<file path="config.mk">
export PLATFORM = sky130hd
export DESIGN_NAME = instr_fetch
export DESIGN_NICKNAME = d
export VERILOG_FILES = /design/src/rtl/isa_pkg.sv /design/src/rtl/branch_resolve.sv /design/src/rtl/instr_fetch.sv
export SDC_FILE = /design/constraint.sdc
export NUM_CORES = 1
export LEC_CHECK = 0
export ABC_AREA = 1
export BUFFER_PORTS_ARGS = -buffer_cell sky130_fd_sc_hd__buf_2
export CAP_MARGIN = 30
export CORE_ASPECT_RATIO = 1.4
export CORE_MARGIN = 2
export CORE_UTILIZATION = 38
export DETAILED_ROUTE_END_ITERATION = 7
export GPL_TIMING_DRIVEN = 0
export HOLD_SLACK_MARGIN = 0.12
export SLEW_MARGIN = 5
export SYNTH_ARGS = -nofsm -noshare
export SYNTH_HDL_FRONTEND = slang
export SYNTH_SLANG_ARGS = --single-unit
</file>
<file path="constraint.sdc">
create_clock -name Clk -period 3.9 [get_ports Clk]
set_input_delay 0.78 -clock Clk [delete_from_list [all_inputs] [get_ports Clk]]
set_output_delay 0.78 -clock Clk [all_outputs]
set_load 0.1 [all_outputs]
</file>
<file path="src/rtl/isa_pkg.sv">
// ISA constants shared by the fetch path: opcode encodings, instruction field
// positions and the sequencer state type.
package isa_pkg;

  localparam int OPC_HI = 19;
  localparam int OPC_LO = 15;
  localparam int OFF_W  = 15;
  localparam int OPC_W  = OPC_HI - OPC_LO + 1;

  localparam logic [OPC_W-1:0] OP_ADD  = 5'b00000;
  localparam logic [OPC_W-1:0] OP_BE   = 5'b00111;
  localparam logic [OPC_W-1:0] OP_BL   = 5'b01000;
  localparam logic [OPC_W-1:0] OP_BG   = 5'b01001;
  localparam logic [OPC_W-1:0] OP_BA   = 5'b01010;
  localparam logic [OPC_W-1:0] OP_LD   = 5'b01100;
  localparam logic [OPC_W-1:0] OP_ST   = 5'b01101;
  localparam logic [OPC_W-1:0] OP_DONE = 5'b01110;

  typedef enum logic [1:0] {
    IDLE = 2'd0,
    RUN  = 2'd1,
    HALT = 2'd2
  } state_t;

endpackage

</file>
<file path="src/rtl/branch_resolve.sv">
// Next-PC selection for one fetched instruction: relative branches against
// the supplied flags, hold on done, otherwise sequential (all modulo 2^PW).
module branch_resolve
  import isa_pkg::*;
#(
  parameter int PW = 9
) (
  input  logic [OPC_W-1:0] opcode,
  input  logic [OFF_W-1:0] offset,
  input  logic [PW-1:0]    pc,
  input  logic             eq,
  input  logic             lt,
  input  logic             gt,
  output logic [PW-1:0]    next_pc,
  output logic             is_done
);

  // Sign-extend first so the truncation below is correct for any PW.
  logic [PW+OFF_W-1:0] off_ext;
  logic                taken;

  assign off_ext = {{PW{offset[OFF_W-1]}}, offset};

  always_comb begin
    taken   = 1'b0;
    is_done = 1'b0;
    case (opcode)
      OP_BE:   taken = eq;
      OP_BL:   taken = lt;
      OP_BG:   taken = gt;
      OP_BA:   taken = 1'b1;
      OP_DONE: is_done = 1'b1;
      default: taken = 1'b0;
    endcase

    if (is_done) begin
      next_pc = pc;
    end else if (taken) begin
      next_pc = pc + off_ext[PW-1:0];
    end else begin
      next_pc = pc + 1'b1;
    end
  end

endmodule

</file>
<file path="src/rtl/instr_fetch.sv">
// Fetch/sequencing unit: owns the PC, issues one registered instruction per
// non-stalled RUN cycle and halts on the done opcode.
module instr_fetch
  import isa_pkg::*;
#(
  parameter int PW = 9,
  parameter int IW = 20,
  parameter int CW = 16
) (
  input  logic          Clk,
  input  logic          Reset_n,
  input  logic          start,
  input  logic [PW-1:0] start_addr,
  output logic [PW-1:0] iptr,
  input  logic [IW-1:0] inst,
  input  logic          stall,
  input  logic          flag_we,
  input  logic          flag_eq,
  input  logic          flag_lt,
  input  logic          flag_gt,
  output logic [IW-1:0] inst_out,
  output logic [PW-1:0] inst_pc,
  output logic          inst_valid,
  output logic          busy,
  output logic          done,
  output logic [CW-1:0] retired
);

  state_t        state_q, state_d;
  logic [PW-1:0] pc_q, pc_d;
  logic [IW-1:0] inst_out_q, inst_out_d;
  logic [PW-1:0] inst_pc_q, inst_pc_d;
  logic          inst_valid_q, inst_valid_d;
  logic          eq_q, eq_d, lt_q, lt_d, gt_q, gt_d;
  logic [CW-1:0] retired_q, retired_d;

  // A compare landing this cycle steers the branch fetched this cycle.
  logic          eq_byp, lt_byp, gt_byp;
  logic [PW-1:0] next_pc;
  logic          is_done;

  assign eq_byp = flag_we ? flag_eq : eq_q;
  assign lt_byp = flag_we ? flag_lt : lt_q;
  assign gt_byp = flag_we ? flag_gt : gt_q;

  branch_resolve #(.PW(PW)) u_branch (
    .opcode  (inst[OPC_HI:OPC_LO]),
    .offset  (inst[OFF_W-1:0]),
    .pc      (pc_q),
    .eq      (eq_byp),
    .lt      (lt_byp),
    .gt      (gt_byp),
    .next_pc (next_pc),
    .is_done (is_done)
  );

  always_comb begin
    state_d      = state_q;
    pc_d         = pc_q;
    inst_out_d   = inst_out_q;
    inst_pc_d    = inst_pc_q;
    inst_valid_d = 1'b0;
    eq_d         = flag_we ? flag_eq : eq_q;
    lt_d         = flag_we ? flag_lt : lt_q;
    gt_d         = flag_we ? flag_gt : gt_q;
    retired_d    = retired_q;

    case (state_q)
      RUN: begin
        if (!stall) begin
          inst_out_d   = inst;
          inst_pc_d    = pc_q;
          inst_valid_d = 1'b1;
          pc_d         = next_pc;
          if (retired_q != {CW{1'b1}}) begin
            retired_d = retired_q + 1'b1;
          end
          if (is_done) begin
            state_d = HALT;
          end
        end
      end
      default: begin
        // IDLE and HALT both accept a (re)start; start in RUN is ignored.
        if (start) begin
          state_d   = RUN;
          pc_d      = start_addr;
          eq_d      = 1'b0;
          lt_d      = 1'b0;
          gt_d      = 1'b0;
          retired_d = '0;
        end
      end
    endcase
  end

  always_ff @(posedge Clk or negedge Reset_n) begin
    if (!Reset_n) begin
      state_q      <= IDLE;
      pc_q         <= '0;
      inst_out_q   <= '0;
      inst_pc_q    <= '0;
      inst_valid_q <= 1'b0;
      eq_q         <= 1'b0;
      lt_q         <= 1'b0;
      gt_q         <= 1'b0;
      retired_q    <= '0;
    end else begin
      state_q      <= state_d;
      pc_q         <= pc_d;
      inst_out_q   <= inst_out_d;
      inst_pc_q    <= inst_pc_d;
      inst_valid_q <= inst_valid_d;
      eq_q         <= eq_d;
      lt_q         <= lt_d;
      gt_q         <= gt_d;
      retired_q    <= retired_d;
    end
  end

  assign iptr       = pc_q;
  assign inst_out   = inst_out_q;
  assign inst_pc    = inst_pc_q;
  assign inst_valid = inst_valid_q;
  assign busy       = (state_q == RUN);
  assign done       = (state_q == HALT);
  assign retired    = retired_q;

endmodule
</file>
### After elaboration in Yosys (flattened, before gate mapping)

Cells that the tools add are included.
Widths: inputs -> output; s select.

| storage, ports and cells | value |
|---|---|
| input port bits | 37 |
| register bits | 60 |
| output and inout port bits | 57 |

| operators by class | value |
|---|---|
| add/subtract/negate cells | 3 |
| bitwise operators | 1 |
| reduce and logical (&&, ||, !) cells | 5 |
| equality and inequality tests | 12 |
| multiplexer cells | 26 |

Operators by type and width:

| cell | count |
|---|---|
| $mux 16 | 4 |
| $mux 9 | 5 |
| $eq 5x4->1 const B | 4 |
| $add 16x1->16 const B | 1 |
| $ne 16x16->1 const B | 1 |
| $mux 1 | 12 |
| $add 9x1->9 const B | 1 |
| $add 9x9->9 | 1 |
| $reduce_and 3->1 | 3 |
| $mux 2 | 4 |
| $eq 5x3->1 const B | 1 |
| $ne 2x1->1 const B | 2 |
| $ne 2x2->1 const B | 2 |
| $pmux 1 s4 | 1 |
| $eq 2x1->1 const B | 1 |
| $eq 2x2->1 const B | 1 |
| $reduce_and 2->1 | 1 |
| $reduce_bool 2->1 | 1 |
| $not 1->1 | 1 |

### Longest topological paths before layout

| logic depth | value |
|---|---|
| depth in word-level cells | 6 |
| depth in mapped cells | 20 |
| gate-level depth less buffers | 20 |

### By module

Synthesis repeated with hierarchy kept, for this count alone.

| second synthesis, totals | value |
|---|---|
| cell total of the unflattened synthesis | 466 |
| area total of the unflattened synthesis | 3,453.3 um^2 |

Modules (own cells, without submodules):

| module | cells each | instances | area an instance (um^2) |
|---|---|---|---|
| instr_fetch | 354 | 1 | 2,841.5 |
| branch_resolve | 112 | 1 | 611.8 |

### Least setup slack after synthesis

No wires, ideal clock.

| timing path | value |
|---|---|
| path type | input-to-reg |
| from | input inst[17] |
| to | register pc_q[4] (netlist: iptr[4]) |
| data required time | 3,823 ps |
| data arrival time | 2,715 ps |
| setup slack | 1,108 ps |
| stages | 17 |
| setup time | 77 ps |
| cell sequence | inv_1 nor2_1 nand2_1 nor2_1 nor2_1 nand2_1 inv_1 nor2_1 inv_1 fa_1 nand3b_1 nand2_1 inv_1 or2_2 nand3_1 o211ai_1 o21ai_1 |

| between the ends | value |
|---|---|
| word-level cells in the longest chain between the ends | 6 |
| elaborated cells on any way between the ends | 13 |
| those cells by class | eq/ne (6); mux (6); reduce/logical (1) |

RTL lines:

| element | RTL line | RTL |
|---|---|---|
| start, declared | instr_fetch.sv:15 | `input logic [IW-1:0] inst,` |
| $eq 5x4->1 or $eq 5x3->1 (tied branches) | branch_resolve.sv:27 | `case (opcode)` |
| $pmux 1 s4 | branch_resolve.sv:27 |  |
| $mux 9 | branch_resolve.sv:38 | `end else if (taken) begin` |
| $mux 9 | branch_resolve.sv:36 | `if (is_done) begin` |
| $mux 9 | instr_fetch.sv:70 | `if (!stall) begin` |
| $mux 9 | instr_fetch.sv:68 | `case (state_q)` |
| end signal, assigned | instr_fetch.sv:110 | `pc_q <= pc_d;` |
| end, declared | instr_fetch.sv:30 | `logic [PW-1:0] pc_q, pc_d;` |

Parallel ways exist; a longest one is shown, timed or not. The select of a mux whose other input is x is not followed.
A chain may end at the register's enable or synchronous reset.

### Final worst setup path

Ends and elaborated chain as after synthesis.

==> impl_metrics.env <==
export IMPL_outcome="finished, final reports clean"
export IMPL_grt_overflow=0
export IMPL_drive_above_1_share=0.249
export IMPL_multi_input_area_um2=1410
export IMPL_die_h_um=112
export IMPL_clockBufferDepth=2
export IMPL_startpoint_type="input pin"
export IMPL_yosys_warnings=0
export IMPL_clkLatencyLatePin_ns=0.32
export IMPL_drt_wl_total_um=8170
export IMPL_maxCapViolCount=0
export IMPL_ios=94
export IMPL_rrSetupSlack_ns=1.34
export IMPL_hold_class="flip-flop to flip-flop"
export IMPL_first_pass_iters=4
export IMPL_worstMarginPinSlew_ns=0.772
export IMPL_placed_cell_area_um2=3760
export IMPL_rsz0062_at_grt="false"
export IMPL_ant_nets=0
export IMPL_via_per_inst=4.87
export IMPL_utilization=0.495
export IMPL_grt_pass1_wl_um=13500
export IMPL_fin_tns_setup_ns=0
export IMPL_synth_seq_cells=60
export IMPL_design_core_area_um2=8150
export IMPL_place_congestion=0.924
export IMPL_setup_worst_path_start="inst[17]"
export IMPL_met2_usage=0.327
export IMPL_relSlewSlack=0.485
export IMPL_synth_edf_count=0
export IMPL_async_reset_ff_frac=1.00
export IMPL_cts_num_sinks=60
export IMPL_numCtsBuffers=9
export IMPL_globalRouteMet1Util=0.225
export IMPL_track_usage=0.193
export IMPL_cts_setup_buffers=0
export IMPL_clock_skew_ns=0.00462
export IMPL_finalCriticalPeriod_ns=2.88
export IMPL_drt_iter0_drc=111
export IMPL_r2r_cells=17
export IMPL_clk_pin_slew_ns=0.05
export IMPL_r2r_start="eq_q"
export IMPL_crit_fanout=7
export IMPL_area_growth_pct=27.3
export IMPL_die_area_um2=9100
export IMPL_max_freq_mhz=347
export IMPL_stdcell_area_um2=4040
export IMPL_crit_path_end="iptr[4]"
export IMPL_syn_inst=401
export IMPL_maxSlewViolCount=0
export IMPL_fin_crit_sh=0.738
export IMPL_wire_per_inst_um=13.3
export IMPL_synth_cell_types=39
export IMPL_cts_max_level=3
export IMPL_syn_area_um2=3170
export IMPL_die_w_um=81.2
export IMPL_top_usage_layer="met2"
export IMPL_grt_pass1_vias=2949
export IMPL_hpwl_um=6150
export IMPL_start_util=0.389
export IMPL_synth_ff_type="dfrtp_1"
export IMPL_diodes=0
export IMPL_setup_viol=0
export IMPL_via_count=2982
export IMPL_cts_resized_gates=0
export IMPL_cp_arrival_ns=3.13
export IMPL_critPathCaptureType="flip-flop"
export IMPL_rows=39
export IMPL_port_buffer_count=93
export IMPL_grt_max_degree=61
export IMPL_cp_required_ns=4.15
export IMPL_hold_buffers=0
export IMPL_route_detailed_drc=0
export IMPL_ys_seq_area_frac=0.474
export IMPL_cts_root_buf="clkbuf_16"
export IMPL_fillers=835
export IMPL_postSynthAreaPerCell_um2=7.90
export IMPL_critPathKind="input pin to flip-flop"
export IMPL_antenna_found_initial=0
export IMPL_r2r_end="iptr[4]"
export IMPL_finalHoldViolations=0
export IMPL_synth_nets=448
export IMPL_cts_tree="done"
export IMPL_use_met3=0.0506
export IMPL_final_nets=552
export IMPL_regArea_um2=1500
## critical path, stage by stage
cell and delay [ns]:
buf_2 0.09, inv_1 0.05, nor2_1 0.13, nand2_1 0.07, nor2_1 0.08, nor2_1 0.05
nand2_1 0.15, inv_1 0.15, nor2_1 0.20, inv_1 0.09, fa_1 0.43, nand3b_1 0.17
nand2_1 0.11, inv_1 0.06, or2_2 0.27, nand3_1 0.07, o211ai_1 0.09, o21ai_1 0.09
## metal layers
layer  vias up  wire [um]
met3        14        450
met1      1376       3430
met2        83       4100
li1       1509          -
met4         0        180
met5         -          0
## placed cells by master (no fill, tap or decap), types with 2 or more instances in the layout
master	netlist	final
a21oi_1	19	19
buf_2	1	93
buf_4	1	2
buf_6	2	2
clkbuf_1	7	8
clkbuf_16	0	9
clkinv_2	0	4
dfrtp_1	60	60
ha_1	9	9
inv_1	48	48
inv_2	4	4
nand2_1	113	113
nand3_1	18	18
nand4_1	7	7
nor2_1	32	32
nor2_2	3	3
nor3_1	4	4
o211ai_1	4	4
o21ai_0	30	30
o21ai_1	5	5
o22ai_1	3	3
o31ai_1	5	5
or2_2	2	2
xnor2_1	2	2
xor2_1	6	6
## synthesized netlist by cell type, drive strengths merged (2+ instances only)
| library cell | count | area (um^2) |
|---|---|---|
| o21ai | 36 | 191 |
| o211ai | 4 | 30.0 |
| o31ai | 5 | 37.5 |
| inv | 52 | 195 |
| nand3 | 19 | 100 |
| o22ai | 3 | 18.8 |
| buf | 4 | 35.0 |
| nand4 | 7 | 43.8 |
| xor2 | 6 | 52.6 |
| nand2 | 115 | 442 |
| or2 | 2 | 12.5 |
| ha | 9 | 113 |
| nor3 | 4 | 20.0 |
| xnor2 | 2 | 17.5 |
| dfrtp | 60 | 1500 |
| nor2 | 35 | 139 |
| a21oi | 20 | 104 |
| clkbuf | 7 | 26.3 |
## cell families (layout without fill, tap and decap cells)
kind of cell / Yosys count / count (layout) / share of synthesized area
buf+inv: 64 / 173 / 0.0821
compound gates: 73 / 73 / 0.133
xor+xnor: 8 / 8 / 0.0221
simple gates: 186 / 186 / 0.248
flops: 60 / 60 / 0.474
fa+ha+maj: 10 / 10 / 0.0418
## registers in the layout, indices dropped and copies added, names as in the netlist
name,flops
lt_q,1
inst_out,20
inst_valid,1
inst_pc,9
eq_q,1
iptr,9
retired,16
state_q,2
gt_q,1
## metrics by stage
stage	worst slack, ns	instances	hold WS (ns)
floorplan	1.11	401	0.482
global placement	0.667	596	0.448
detailed placement	0.667	596	0.453
CTS	1.00	612	0.466
global route	0.787	612	0.485
finish	1.02	612	0.461
## final cells by class
type,count,area share
Buffer,11,0.0152
Tap cell,102,0.0316
Multi-Input combinational cell,277,0.349
Clock inverter,5,0.00682
Timing Repair Buffer,93,0.116
Sequential cell,60,0.372
Inverter,53,0.0493
Clock buffer,11,0.0602
## worst min path at each step
stage	from	end	slack, ns	cells past startpoint
floorplan	Reset_n	eq_q	0.48	0
global placement	inst_out[8]	inst_out[8]	0.45	2
detailed placement	inst_out[9]	inst_out[9]	0.45	2
CTS	inst_out[9]	inst_out[9]	0.47	2
global route	inst_out[9]	inst_out[9]	0.49	2
finish	inst_out[9]	inst_out[9]	0.46	2
Power is left out: the tool's default activity adds up to more than one toggle a clock period on the data nets, which glitch-free logic cannot reach.
